**src/rtl/byte_unstriping_param.sv**
```systemverilog
// rtl/byte_unstriping_param.sv - lane word to byte serializer with K-symbol packet framing checker
module byte_unstriping_param #(
  parameter int         LANES = 4,
  parameter logic [7:0] COM   = 8'hBC,
  parameter logic [7:0] SKP   = 8'h1C,
  parameter logic [7:0] PAD   = 8'hF7,
  parameter logic [7:0] IDL   = 8'h7C,
  parameter logic [7:0] FTS   = 8'h3C,
  parameter logic [7:0] STP   = 8'hFB,
  parameter logic [7:0] SDP   = 8'h5C,
  parameter logic [7:0] END   = 8'hFD,
  parameter logic [7:0] EDB   = 8'hFE
) (
  input  logic               clk,
  input  logic               reset_L,
  input  logic [1:0]         width_sel,
  input  logic [8*LANES-1:0] lane_data,
  input  logic [LANES-1:0]   lane_k,
  input  logic               in_valid,
  output logic               in_ready,
  output logic [7:0]         out_data,
  output logic               out_k,
  output logic               out_valid,
  input  logic               out_ready,
  output logic               out_sop,
  output logic               out_eop,
  output logic               out_nullify,
  output logic               err_framing,
  input  logic               clear_err
);

  localparam logic [3:0] LANES_N = 4'(LANES);

  typedef enum logic {IDLE, IN_PKT} state_t;

  typedef struct packed {
    logic   emit;
    logic   sop;
    logic   eop;
    logic   nul;
    logic   err;
    state_t nxt;
  } cls_t;

  // Decide the fate of one slot given the framing state it will be consumed in.
  function automatic cls_t classify(input logic [7:0] b, input logic k, input state_t s);
    cls_t c;
    c = '0;
    c.nxt = s;
    if (!k) begin
      if (s == IN_PKT) c.emit = 1'b1;
      else             c.err  = 1'b1;
    end else if (b == COM || b == SKP || b == PAD || b == IDL || b == FTS) begin
      c.emit = 1'b0;
    end else if (b == STP || b == SDP) begin
      c.emit = 1'b1;
      c.sop  = 1'b1;
      c.err  = (s == IN_PKT);
      c.nxt  = IN_PKT;
    end else if (b == END || b == EDB) begin
      if (s == IN_PKT) begin
        c.emit = 1'b1;
        c.eop  = 1'b1;
        c.nul  = (b == EDB);
        c.nxt  = IDLE;
      end else begin
        c.err = 1'b1;
      end
    end else begin
      c.err = 1'b1;
    end
    return c;
  endfunction

  logic [8*LANES-1:0] mem_data [2];
  logic [LANES-1:0]   mem_k [2];
  logic               wr_ptr, rd_ptr, rdy_en;
  logic [1:0]         count;
  logic [3:0]         n_reg, slot_idx;
  logic               slot_active, slot_err;
  state_t             state, slot_nxt;

  logic [3:0]         width_n, n_eff, src_idx;
  logic               idle_empty, accept, consume, last_slot, free, load, src_kbit;
  logic [8*LANES-1:0] src_data;
  logic [LANES-1:0]   src_k;
  logic [7:0]         src_byte;
  state_t             state_after;
  cls_t               cls;

  always_comb begin
    width_n = 4'd1 << width_sel;
    if (width_n > LANES_N) width_n = LANES_N;
  end

  assign idle_empty  = (count == 2'd0) && !slot_active;
  assign n_eff       = idle_empty ? width_n : n_reg;
  assign in_ready    = rdy_en && (count != 2'd2);
  assign accept      = in_valid && in_ready;
  assign consume     = slot_active && (!out_valid || out_ready);
  assign last_slot   = (slot_idx == n_eff - 4'd1);
  assign free        = consume && last_slot;
  assign state_after = consume ? slot_nxt : state;

  // Next slot source: same head entry, the second buffered entry, or the word being accepted now.
  always_comb begin
    load     = 1'b0;
    src_data = lane_data;
    src_k    = lane_k;
    src_idx  = 4'd0;
    if (consume && !last_slot) begin
      load     = 1'b1;
      src_data = mem_data[rd_ptr];
      src_k    = mem_k[rd_ptr];
      src_idx  = slot_idx + 4'd1;
    end else if (consume && count == 2'd2) begin
      load     = 1'b1;
      src_data = mem_data[~rd_ptr];
      src_k    = mem_k[~rd_ptr];
    end else if ((consume || !slot_active) && accept) begin
      load = 1'b1;
    end
  end

  always_comb begin
    src_byte = src_data[7:0];
    src_kbit = src_k[0];
    for (int i = 1; i < LANES; i++) begin
      if (src_idx == 4'(i)) begin
        src_byte = src_data[8*i +: 8];
        src_kbit = src_k[i];
      end
    end
  end

  assign cls = classify(src_byte, src_kbit, state_after);

  always_ff @(posedge clk) begin
    if (accept) begin
      mem_data[wr_ptr] <= lane_data;
      mem_k[wr_ptr]    <= lane_k;
    end
  end

  always_ff @(posedge clk or negedge reset_L) begin
    if (!reset_L) begin
      rdy_en      <= 1'b0;
      wr_ptr      <= 1'b0;
      rd_ptr      <= 1'b0;
      count       <= 2'd0;
      n_reg       <= LANES_N;
      slot_idx    <= 4'd0;
      slot_active <= 1'b0;
      slot_err    <= 1'b0;
      slot_nxt    <= IDLE;
      state       <= IDLE;
      err_framing <= 1'b0;
      out_valid   <= 1'b0;
      out_data    <= 8'h00;
      out_k       <= 1'b0;
      out_sop     <= 1'b0;
      out_eop     <= 1'b0;
      out_nullify <= 1'b0;
    end else begin
      rdy_en <= 1'b1;
      n_reg  <= n_eff;
      if (accept) wr_ptr <= ~wr_ptr;
      if (free)   rd_ptr <= ~rd_ptr;
      count <= count + {1'b0, accept} - {1'b0, free};
      if (consume) state <= slot_nxt;
      err_framing <= (err_framing && !clear_err) || (consume && slot_err);
      if (load) begin
        slot_active <= 1'b1;
        slot_idx    <= src_idx;
        slot_err    <= cls.err;
        slot_nxt    <= cls.nxt;
        out_valid   <= cls.emit;
        out_data    <= cls.emit ? src_byte : 8'h00;
        out_k       <= cls.emit && src_kbit;
        out_sop     <= cls.sop;
        out_eop     <= cls.eop;
        out_nullify <= cls.nul;
      end else if (consume) begin
        slot_active <= 1'b0;
        slot_err    <= 1'b0;
        out_valid   <= 1'b0;
        out_data    <= 8'h00;
        out_k       <= 1'b0;
        out_sop     <= 1'b0;
        out_eop     <= 1'b0;
        out_nullify <= 1'b0;
      end
    end
  end

endmodule

```
**config.mk**
```make
export PLATFORM = sky130hd
export DESIGN_NAME = byte_unstriping_param
export DESIGN_NICKNAME = d
export VERILOG_FILES = /design/src/rtl/byte_unstriping_param.sv
export SDC_FILE = /design/constraint.sdc
export NUM_CORES = 1
export LEC_CHECK = 0
export ABC_AREA = 1
export CORE_MARGIN = 2
export CORE_UTILIZATION = 47
export CTS_BUF_LIST = sky130_fd_sc_hd__clkbuf_8
export CTS_CLUSTER_SIZE = 14
export DETAILED_ROUTE_END_ITERATION = 10
export GPL_ROUTABILITY_DRIVEN = 0
export HOLD_SLACK_MARGIN = 0.1
export PLACE_DENSITY = 0.66
export SYNTH_ARGS = -nofsm -noshare
export SYNTH_HDL_FRONTEND = slang
export SYNTH_SLANG_ARGS = --single-unit
```
**constraint.sdc**
```tcl
create_clock -name clk -period 5.8 [get_ports clk]
set_input_delay 0.87 -clock clk [delete_from_list [all_inputs] [get_ports clk]]
set_output_delay 0.87 -clock clk [all_outputs]
set_load 0.03 [all_outputs]
```
==> summary.txt, run 1 <==
Layout
  – Layout area overhead: 14.7%
  – Commonest non-fill, non-tap cell in the layout: nand2_1
  – Ant. Diodes: 0
  – Share of cells above drive strength 1: between 7 and 8%
  – Cell Count, Final, Fillers Out: 921
  – Final net count: 794
  – Largest register FFs: 64
  – Most frequent cells in the layout: nand2_1, inv_1, edfxtp_1
  – Top reg by flops: mem_data
  – Top flop regs: mem_data: 64 flops, mem_k: 8 flops, out_data: 8 flops

GRT
  – Initial antenna violation count: 0
  – Global route overflow: 0
  – Largest net degree at the start of global routing: 74
  – Vias in the first global route: between 4k and 5k
  – First-pass GRT wire length: 22.3 mm
  – GRT Util Overall: 21.3%

Place
  – Post-Place Cells: 905
  – Post-DP HPWL: 8.96 mm
  – IO buf count: 57

Yosys
  – Register area share after synthesis: 50.5%
  – Post-synth top area share: a little under two fifths
  – Number of synthesized flops with an enable pin: 72
  – Async SR Flop Fraction: 30.1%
  – Synth Instances: a little over 700
  – Post-Synthesis Mean Instance Area: 8.24 um^2
  – Top FF cell, synth: edfxtp_1
  – Synthesis-stage register bit count: 103
  – Synthesized cell area: 5820 um^2
  – Distinct cells, synth: 39
  – Cell taking the most area after synthesis: edfxtp_1
  – Synth Warn #: 0
  – Post-Syn Nets: 753
  – Top cells by area, synth: edfxtp_1, nand2_1, dfrtp_1

Worst setup path
  – CP required: 6.08 ns
  – Critical-path cell with the highest stage delay: clkdlybuf4s50_1
  – Most used cell along the critical path: nand2_1
  – Startpoint Class: primary input
  – Worst path max stage delay: between 0.4 and 0.5 ns
  – Worst Path Arrival: 4.31 ns
  – Critical-path maximum fanout: 60
  – Critical path endpoint category: flip-flop
  – Crit path kind: in2reg

Routing
  – Pre-antenna DRT Iters: 5
  – Via count: roughly 4.8k
  – Final ANT Viol Nets: 0
  – Vias/cell: 5.21
  – 1st-iter DRT viols: just under 300
  – Residual DRC: 0
  – WL per Instance: 14.3 um
  – WL final: 13.2 mm

Power and ir drop
  – Peak VDD IR: 0.000119 V
  – Pwr Density: 196 nW/um^2
  – Pleak: 0.00296 uW

Timing
  – Hold slack: 0.488 ns
  – Final Max Slew Viols: 0
  – Final TNS setup: 0 ns
  – Worst slew margin: between 20% and 30%
  – Setup Skew: 0.0113 ns
  – Max Fclk: 248 MHz
  – Min cycle time layout: 4.03 ns
  – # setup viols final: 0
  – Final Hold Violating Endpoints: 0
  – RSZ-0062 raised after global routing: false
  – Tightest Pin Transition: 1.17 ns
  – Final Cycle Share: 69.4%

Worst hold path
  – Hold Path Class: reg2reg

Clock tree
  – Post-CTS Hold Fix Bufs: 0
  – # resized after CTS: 0
  – TritonCTS Buffers: 9
  – Worst-path clk slew: 0.09 ns
  – Post-CTS setup buffer count: 0
  – Htree depth: 3
  – Clock Tree Root: clkbuf_8
  – CTS tree: done
  – CTS sink count: 103
  – Clock buffer depth: 2
  – Clk_lat worst skew: 0.39 ns

Floorplanning
  – Core Region: 12100 um^2
  – Die Span Y: 115 um
  – Site Rows: 40
  – Initial Utilization: 48.3%
  – Die area: 13300 um^2
  – I/O pin total: 58
  – Die width: 115 um

Run
  – Maxcap violations: 0

Status
  – Status: completed
-- path summary, 6_finish.rpt --
| kind | from | to | slack [ns] | cells after the start |
|---|---|---|---|---|
| min | out_data[4] | out_data[4] | 0.49 | 2 |
| min in group asynchronous | reset_L | n_reg[1] | 0.87 | 2 |
| max in group asynchronous | reset_L | rd_ptr | 4.61 | 2 |
| max reg2reg | slot_active | out_data[0] | 2.25 | 24 |
| max | out_ready | out_data[0] | 1.77 | 28 |
| min reg2reg | out_data[4] | out_data[4] | 0.49 | 2 |
-- logic make-up after synthesis --
group / after synthesis / synth area share, %
flops: 103 / 50.5
mux: 3 / 0.516
other cells: 1 / 0.0644
buf+inv: 123 / 8.59
xor+xnor: 6 / 0.902
simple gates: 334 / 24.8
compound gates: 134 / 14.0
fa+ha+maj: 3 / 0.645
-- layout make-up --
cell class	instances	area [um^2]
Fill cell	1114	5380
Clock inverter	7	56.3
Multi-Input combinational cell	481	2400
Tap cell	168	210
Timing Repair Buffer	62	608
Clock buffer	9	124
Inverter	91	342
Sequential cell	103	2940
-- through the flow --
stage | worst slack (ns) | total power [uW] | area, um^2 | util [%]
after CTS | 1.79 | 1320 | 6680 | 55.4
after detailed placement | 1.39 | 884 | 6500 | 53.9
after floorplan | 2.57 | 835 | 5820 | -
after global routing | 1.27 | 1360 | 6680 | 55.4
after global placement | 1.46 | 883 | 6500 | 53.9
final | 1.77 | 1310 | 6680 | 55.4
-- critical path: cells and delay by family --
family,cells,cell delay [ns]
AND/OR/NAND/NOR,17,1.57
buffers and inverters,8,1.48
AO/OA/AOI/OAI,3,0.38
-- power by group --
group	leakage (uW)	internal, uW	switching (uW)	total (uW)
Combinational	0.00181	39.8	40.7	80.5
Sequential	0.00104	787	0.0903	788
Clock	0.000103	193	245	438
Total	0.00296	1020	286	1310
-- layer usage --
metal	vias to the layer above	global-route usage [%]	wire length (um)
li1	2425	-	-
met1	2255	27.7	6000
met2	102	36.0	6370
met3	21	3.06	578
met4	0	8.19	265
met5	-	0	0
-- synth_stat cells, types with 2 or more instances --
master	instances
nand2_2	8
buf_4	2
buf_6	3
edfxtp_1	72
nand2_1	230
o21ai_1	6
clkbuf_1	19
nor2_4	4
a21boi_1	2
a21oi_1	2
xor2_1	5
or2_2	2
ha_1	3
inv_2	13
nand3_2	2
nand3_1	56
a31oi_1	3
inv_1	76
nand4_1	5
nor2_1	21
mux2i_1	3
o21ai_0	71
o211ai_1	45
clkinv_1	2
buf_2	7
dfrtp_1	30
nand2_4	3
Power figures use the tool's default switching activity.
==> run 2, diff against run 1 <==
clock period = 4.05 ns   (was 5.8 ns; I/O delays follow)
==> run 2 against run 1 <==
  * Worst hold slack better by 0.011 ns
  * Combinational power up 44%
  * Critical path type unchanged
  * Clock power increased by 51%
  * First-iteration DRC count fell by 4.8%
  * Non-clock buffer count is 10 higher
  * Largest power group unchanged
  * Sequential cell count stayed put
  * Critical path depth decreased by 1
  * Highest routed layer unchanged
  * Clock skew decreased by 0.0037 ns
  * Design area up 1.6%
  * Critical endpoint is now out_data[6]
  * Via count rose by 0.87%
  * Utilization up 0.89 points
  * Wire length rose by 1.8%
==> summary.txt, run 2 (same netlist as run 1, synthesis figures left out) <==
Floorplanning
  – Die Span Y: 115 um (unchanged)
  – Site Rows: 40 (unchanged)
  – Initial Utilization: 48.3% (unchanged)
  – Core Region: 12100 um^2 (unchanged)
  – Die area: 13300 um^2 (unchanged)
  – Die width: 115 um (unchanged)
  – I/O pin total: 58 (unchanged)

Power and ir drop
  – Pwr Density: 281 nW/um^2 (+44%)
  – Pleak: 0.00302 uW (+2.0%)
  – Peak VDD IR: 0.000246 V (+110%)

GRT
  – Initial antenna violation count: 0 (unchanged)
  – Global route overflow: 0 (unchanged)
  – Largest net degree at the start of global routing: 66 (-11%)
  – First-pass GRT wire length: 22.1 mm (-1.1%)
  – Vias in the first global route: 4645 (-1.4%)
  – GRT Util Overall: 21.4% (+0.13 points)

Clock tree
  – CTS tree: done
  – Clock buffer depth: 2 (unchanged)
  – TritonCTS Buffers: 9 (unchanged)
  – CTS sink count: 103 (unchanged)
  – Clock Tree Root: clkbuf_8
  – # resized after CTS: 0 (unchanged)
  – Post-CTS Hold Fix Bufs: 0 (unchanged)
  – Htree depth: 3 (unchanged)
  – Worst-path clk slew: 0.10 ns (about the same)
  – Post-CTS setup buffer count: 0 (unchanged)
  – Clk_lat worst skew: 0.39 ns (about the same)

Routing
  – WL per Instance: 14.4 um (+0.71%)
  – Vias/cell: 5.20 (-0.21%)
  – Final ANT Viol Nets: 0 (unchanged)
  – Metal3 WL: 484 um (-16%)
  – Via count: 4845 (+0.87%)
  – Pre-antenna DRT Iters: 5 (unchanged)
  – WL final: 13.4 mm (+1.8%)
  – Length of routed met2 wiring: 6.53 mm (+2.6%)
  – Highest routed layer: met4
  – Residual DRC: 0 (unchanged)
  – M1 WL: 6.12 mm (+2.0%)
  – 1st-iter DRT viols: 276 (-4.8%)

Timing
  – Final Cycle Share: approximately 87%
  – Final Max Slew Viols: 0 (unchanged)
  – Max Fclk: ~290 MHz
  – RSZ-0062 raised after global routing: false
  – Final Hold Violating Endpoints: 0 (unchanged)
  – Min cycle time layout: between 3 and 4 ns
  – Worst slew margin: 31.5% (+9.4 points)
  – Setup Skew: 0.00758 ns (-0.00371 ns)
  – # setup viols final: 0 (unchanged)
  – Tightest Pin Transition: 1.02 ns (-0.141 ns)
  – Final TNS setup: 0 ns (unchanged)

Worst setup path
  – Most used cell along the critical path: nand2_1
  – Crit path kind: in2reg
  – Critical-path maximum fanout: 24 (-60%)
  – Worst Path Arrival: 3.79 ns (-0.52 ns)
  – Critical path endpoint category: flip-flop
  – CP required: 4.34 ns (-1.74 ns)
  – CP bufs+invs: 5 (-3)
  – Critical-path cell with the highest stage delay: clkdlybuf4s50_1
  – Setup crit start: width_sel[1]
  – Worst path top cell family by delay: simple AND/OR/NAND/NOR gates
  – Worst r2r src: slot_active
  – Startpoint Class: primary input
  – Worst path max stage delay: 0.48 ns (+0.03 ns)

Layout
  – Top reg by flops: mem_data
  – Commonest non-fill, non-tap cell in the layout: nand2_1
  – Layout area overhead: 16.5%
  – Top flop regs: mem_data: 64 flops, mem_k: 8 flops, out_data: 8 flops
  – Final net count: 804 (+1.3%)
  – Fill cells: 1076 (-3.4%)
  – Finished Cell Area: 6790 um^2 (+1.6%)
  – Largest register FFs: 64 (unchanged)
  – Ant. Diodes: 0 (unchanged)
  – Share of cells above drive strength 1: 9.31% (+1.5 points)
  – Most frequent cells in the layout: nand2_1, inv_1, edfxtp_1

Place
  – Post-DP HPWL: 9.51 mm (+6.1%)
  – IO buf count: 57 (unchanged)
  – Dpl cell area: 6590 um^2 (+1.3%)

Status
  – Status: completed

Worst hold path
  – Hold path start: n_reg[3]
  – Hold Path Class: reg2reg

Run
  – Maxcap violations: 0 (unchanged)
run 2: cell count changes in the layout (fill, tap and decap cells not counted):
cell,before,now
buf_4,5,14
clkbuf_8,9,11
buf_12,0,1
clkinv_1,3,2
inv_1,78,77
run 2: power breakdown:
| part | switching [uW] | internal [uW] |
|---|---|---|
| combinational | 58.4 | 57.8 |
| sequential | 0.151 | 1130 |
| clock | 348 | 314 |
| total | 407 | 1500 |
run 2: metrics by stage:
step	util (%)	hold WS [ns]	power [uW]	instances	setup WS [ns]
finish	56.3	0.498	1910	931	0.545
global route	56.3	0.520	1980	931	0.142
CTS	56.3	0.498	1930	931	0.574
detailed placement	54.6	0.475	1270	915	0.194
global placement	54.6	0.465	1270	915	0.275
floorplan	-	0.312	1200	707	0.818
run 2: final timing paths:
check | depth (start not counted) | endpoint | slack (ns)
max in group asynchronous | 2 | rd_ptr | 2.56
hold / removal | 2 | n_reg[3] | 0.50
hold reg to reg | 2 | n_reg[3] | 0.50
setup / recovery | 27 | out_data[6] | 0.55
setup reg to reg | 27 | out_data[6] | 0.70
min in group asynchronous | 1 | count[1] | 0.77
run 2: final cells by class:
class | count | area [um^2] | share of cell area [%]
Clock buffer | 11 | 151 | 2.23
Clock inverter | 5 | 48.8 | 0.719
Inverter | 91 | 342 | 5.03
Multi-Input combinational cell | 481 | 2400 | 35.3
Sequential cell | 103 | 2940 | 43.3
Tap cell | 168 | 210 | 3.10
Timing Repair Buffer | 72 | 696 | 10.3
run 2: per-layer routing:
metal	global-route usage, %	vias up
met2	36.5	96
met3	4.22	22
met5	0	-
met1	26.6	2279
met4	9.08	0
li1	-	2448
run 2: worst reg2reg max path, delay by kind of cell (launching register included):
family	cells	cell delay [ns]
compound gates	1	0.35
buf+inv	3	0.31
flops	1	0.43
simple gates	23	2.13
==> run 3, diff against run 2 <==
CELL_PAD_IN_SITES_DETAIL_PLACEMENT = 0   (was not set)
CELL_PAD_IN_SITES_GLOBAL_PLACEMENT = 1   (was not set)
CORE_UTILIZATION = 45   (was 47)
PLACE_DENSITY = 0.81   (was 0.66)
==> run 3 against run 2 <==
  * Clock skew rose by 0.0031 ns
  * Largest power group unchanged
  * Maximum frequency decreased by 2.0%
  * Via count is 1.8% lower
  * Design area fell by 0.42%
  * Global-route usage shrank 1.2 points
  * Setup slack worse by 0.070 ns
  * Utilization fell by 2.7 points
  * Non-clock buffer count decreased by 3
  * Wire length shrank 2.5%
  * Sequential cell count unchanged
==> summary.txt, run 3 (same netlist as run 1, synthesis figures left out) <==
Timing
  – Max Fclk: 280 MHz (-2.0%)
  – Setup Skew: 0.0107 ns (+0.00313 ns)
  – Final TNS setup: 0 ns (unchanged)
  – Final Cycle Share: 88.3% (+1.7 points)
  – Tightest Pin Transition: 0.948 ns (-0.0760 ns)
  – Hold slack: 0.491 ns (-0.00748 ns)
  – Final Max Slew Viols: 0 (unchanged)
  – # setup viols final: 0 (unchanged)
  – Final Hold Violating Endpoints: 0 (unchanged)
  – Worst slew margin: 36.8% (+5.3 points)
  – Min cycle time layout: 3.57 ns (+0.0699 ns)
  – RSZ-0062 raised after global routing: false

GRT
  – Global route overflow: 0 (unchanged)
  – Vias in the first global route: 4638 (-0.15%)
  – Met3 Usage GRT: 3.63% (-0.58 points)
  – Initial antenna violation count: 0 (unchanged)
  – GR Util met2: 32.8% (-3.7 points)
  – First-pass GRT wire length: 22.5 mm (+1.8%)
  – Routing usage on met1: 26.5% (-0.12 points)
  – Largest net degree at the start of global routing: 66 (unchanged)
  – GR peak layer: met2
  – GRT Util Overall: 20.2% (-1.2 points)

Floorplanning
  – Core Region: 12600 um^2 (+4.6%)
  – Initial Utilization: 46.1% (-2.1 points)
  – Die area: 13900 um^2 (+4.3%)
  – Die width: 118 um (+2.1%)
  – Die Span Y: 118 um (+2.1%)
  – Site Rows: 41 (+2.5%)
  – I/O pin total: 58 (unchanged)

Worst setup path
  – Startpoint Class: primary input
  – Critical path endpoint category: flip-flop
  – Crit path kind: in2reg
  – Critical-path maximum fanout: 13 (-46%)
  – CP required: 4.33 ns (about the same)
  – Worst Path Arrival: 3.85 ns (+0.06 ns)

Worst hold path
  – Hold Path Class: reg2reg

Clock tree
  – Clock Tree Root: clkbuf_8
  – Clk_lat worst skew: 0.38 ns (about the same)
  – Htree depth: 3 (unchanged)
  – TritonCTS Buffers: 9 (unchanged)
  – Post-CTS setup buffer count: 0 (unchanged)
  – CTS tree: done
  – Clock buffer depth: 2 (unchanged)
  – CTS sink count: 103 (unchanged)
  – # resized after CTS: 0 (unchanged)
  – Worst-path clk slew: 0.09 ns (about the same)
  – Post-CTS Hold Fix Bufs: 0 (unchanged)

Routing
  – Vias/cell: 5.11 (-1.9%)
  – Pre-antenna DRT Iters: 5 (unchanged)
  – Via count: 4760 (-1.8%)
  – Residual DRC: 0 (unchanged)
  – Final ANT Viol Nets: 0 (unchanged)
  – 1st-iter DRT viols: 220 (-20%)
  – WL final: 13.1 mm (-2.5%)
  – WL per Instance: 14.1 um (-2.6%)

Place
  – Post-DP HPWL: 9.39 mm (-1.2%)
  – IO buf count: 57 (unchanged)

Power and ir drop
  – Pleak: 0.00299 uW (-0.87%)
  – Int Power: 1470 uW (-2.2%)
  – Peak VDD IR: 0.000219 V (-11%)
  – Comb power frac: 6.1% (about the same)
  – Power share of the clock group: 34.0% (-0.7 points)
  – Pwr Density: 279 nW/um^2 (-0.81%)
  – NetSw: 416 uW (+2.3%)
  – Reg power frac: 59.9% (+0.7 points)
  – Sw frac: 22.1% (+0.75 points)

Layout
  – Ant. Diodes: 0 (unchanged)
  – Multi-input gate area: 2400 um^2 (unchanged)
  – Most frequent cells in the layout: nand2_1, inv_1, edfxtp_1
  – Fill cells: 1229 (+14%)
  – Commonest non-fill, non-tap cell in the layout: nand2_1
  – Sequential cell area: 2940 um^2 (unchanged)
  – Top flop regs: mem_data: 64 flops, mem_k: 8 flops, out_data: 8 flops
  – Layout area overhead: 16.1%
  – Share of cells above drive strength 1: 8.82% (-0.49 points)
  – Final net count: 801 (-0.37%)
  – Largest register FFs: 64 (unchanged)
  – Top reg by flops: mem_data

Run
  – Maxcap violations: 0 (unchanged)

Status
  – Status: completed
run 3: path summary, 6_finish.rpt:
| path | slack, ns | endpoint | depth (start not counted) | start |
|---|---|---|---|---|
| hold / removal | 0.49 | out_k | 2 | out_k |
| setup reg to reg | 0.61 | out_data[6] | 25 | count[1] |
| hold reg to reg | 0.49 | out_k | 2 | out_k |
| min in group asynchronous | 0.61 | n_reg[3] | 2 | reset_L |
| setup / recovery | 0.48 | out_data[6] | 27 | width_sel[1] |
| max in group asynchronous | 3.12 | rd_ptr | 2 | reset_L |
run 3: critical path: stages:
cell	delay [ns]
clkdlybuf4s50_1	0.48
inv_1	0.06
nand2_1	0.05
nand3_1	0.09
nand2_2	0.13
nand2_1	0.08
nand2_1	0.06
nand2_1	0.04
nand2_1	0.06
inv_2	0.04
nand3_4	0.10
buf_4	0.22
nand3_2	0.11
nor2_2	0.13
nand2_1	0.20
nand2_1	0.14
nand3_1	0.12
a21oi_1	0.29
nand2_2	0.11
nor2_4	0.14
nand3_1	0.08
nand2_1	0.12
nor2_1	0.06
nand2_2	0.09
nand2_4	0.09
nand2_1	0.08
nand2_1	0.05
run 3: routing by layer:
metal	wire length (um)	vias up	share of wire, %
met4	363	0	2.8
li1	-	2446	-
met3	513	23	3.9
met1	6250	2184	48
met2	5980	107	46
met5	0	-	0
run 3: cell type report:
cell class | instances | area share, %
clock buffer | 9 | 1.83
clock inverter | 7 | 0.963
inverter | 91 | 5.05
multi-input combinational | 481 | 35.5
sequential | 103 | 43.5
tap | 172 | 3.18
timing repair buffer | 69 | 9.96
run 3: power by group through the flow:
stage | clock network [uW] | logic (uW) | registers, uW
after floorplan | 0 | 43.5 | 1150
after global placement | 0 | 115 | 1150
after detailed placement | 0 | 116 | 1150
after CTS | 662 | 117 | 1130
after global routing | 705 | 130 | 1130
final | 640 | 115 | 1130
run 3: metrics by stage:
stage / cell area, um^2 / instances / power [uW] / util [%] / setup slack, ns
floorplan: 5820 / 707 / 1200 / - / 0.818
global placement: 6570 / 916 / 1270 / 52.1 / 0.138
detailed placement: 6570 / 916 / 1270 / 52.1 / 0.0462
CTS: 6760 / 932 / 1910 / 53.5 / 0.466
global route: 6760 / 932 / 1960 / 53.5 / 0.0480
finish: 6760 / 932 / 1880 / 53.5 / 0.475
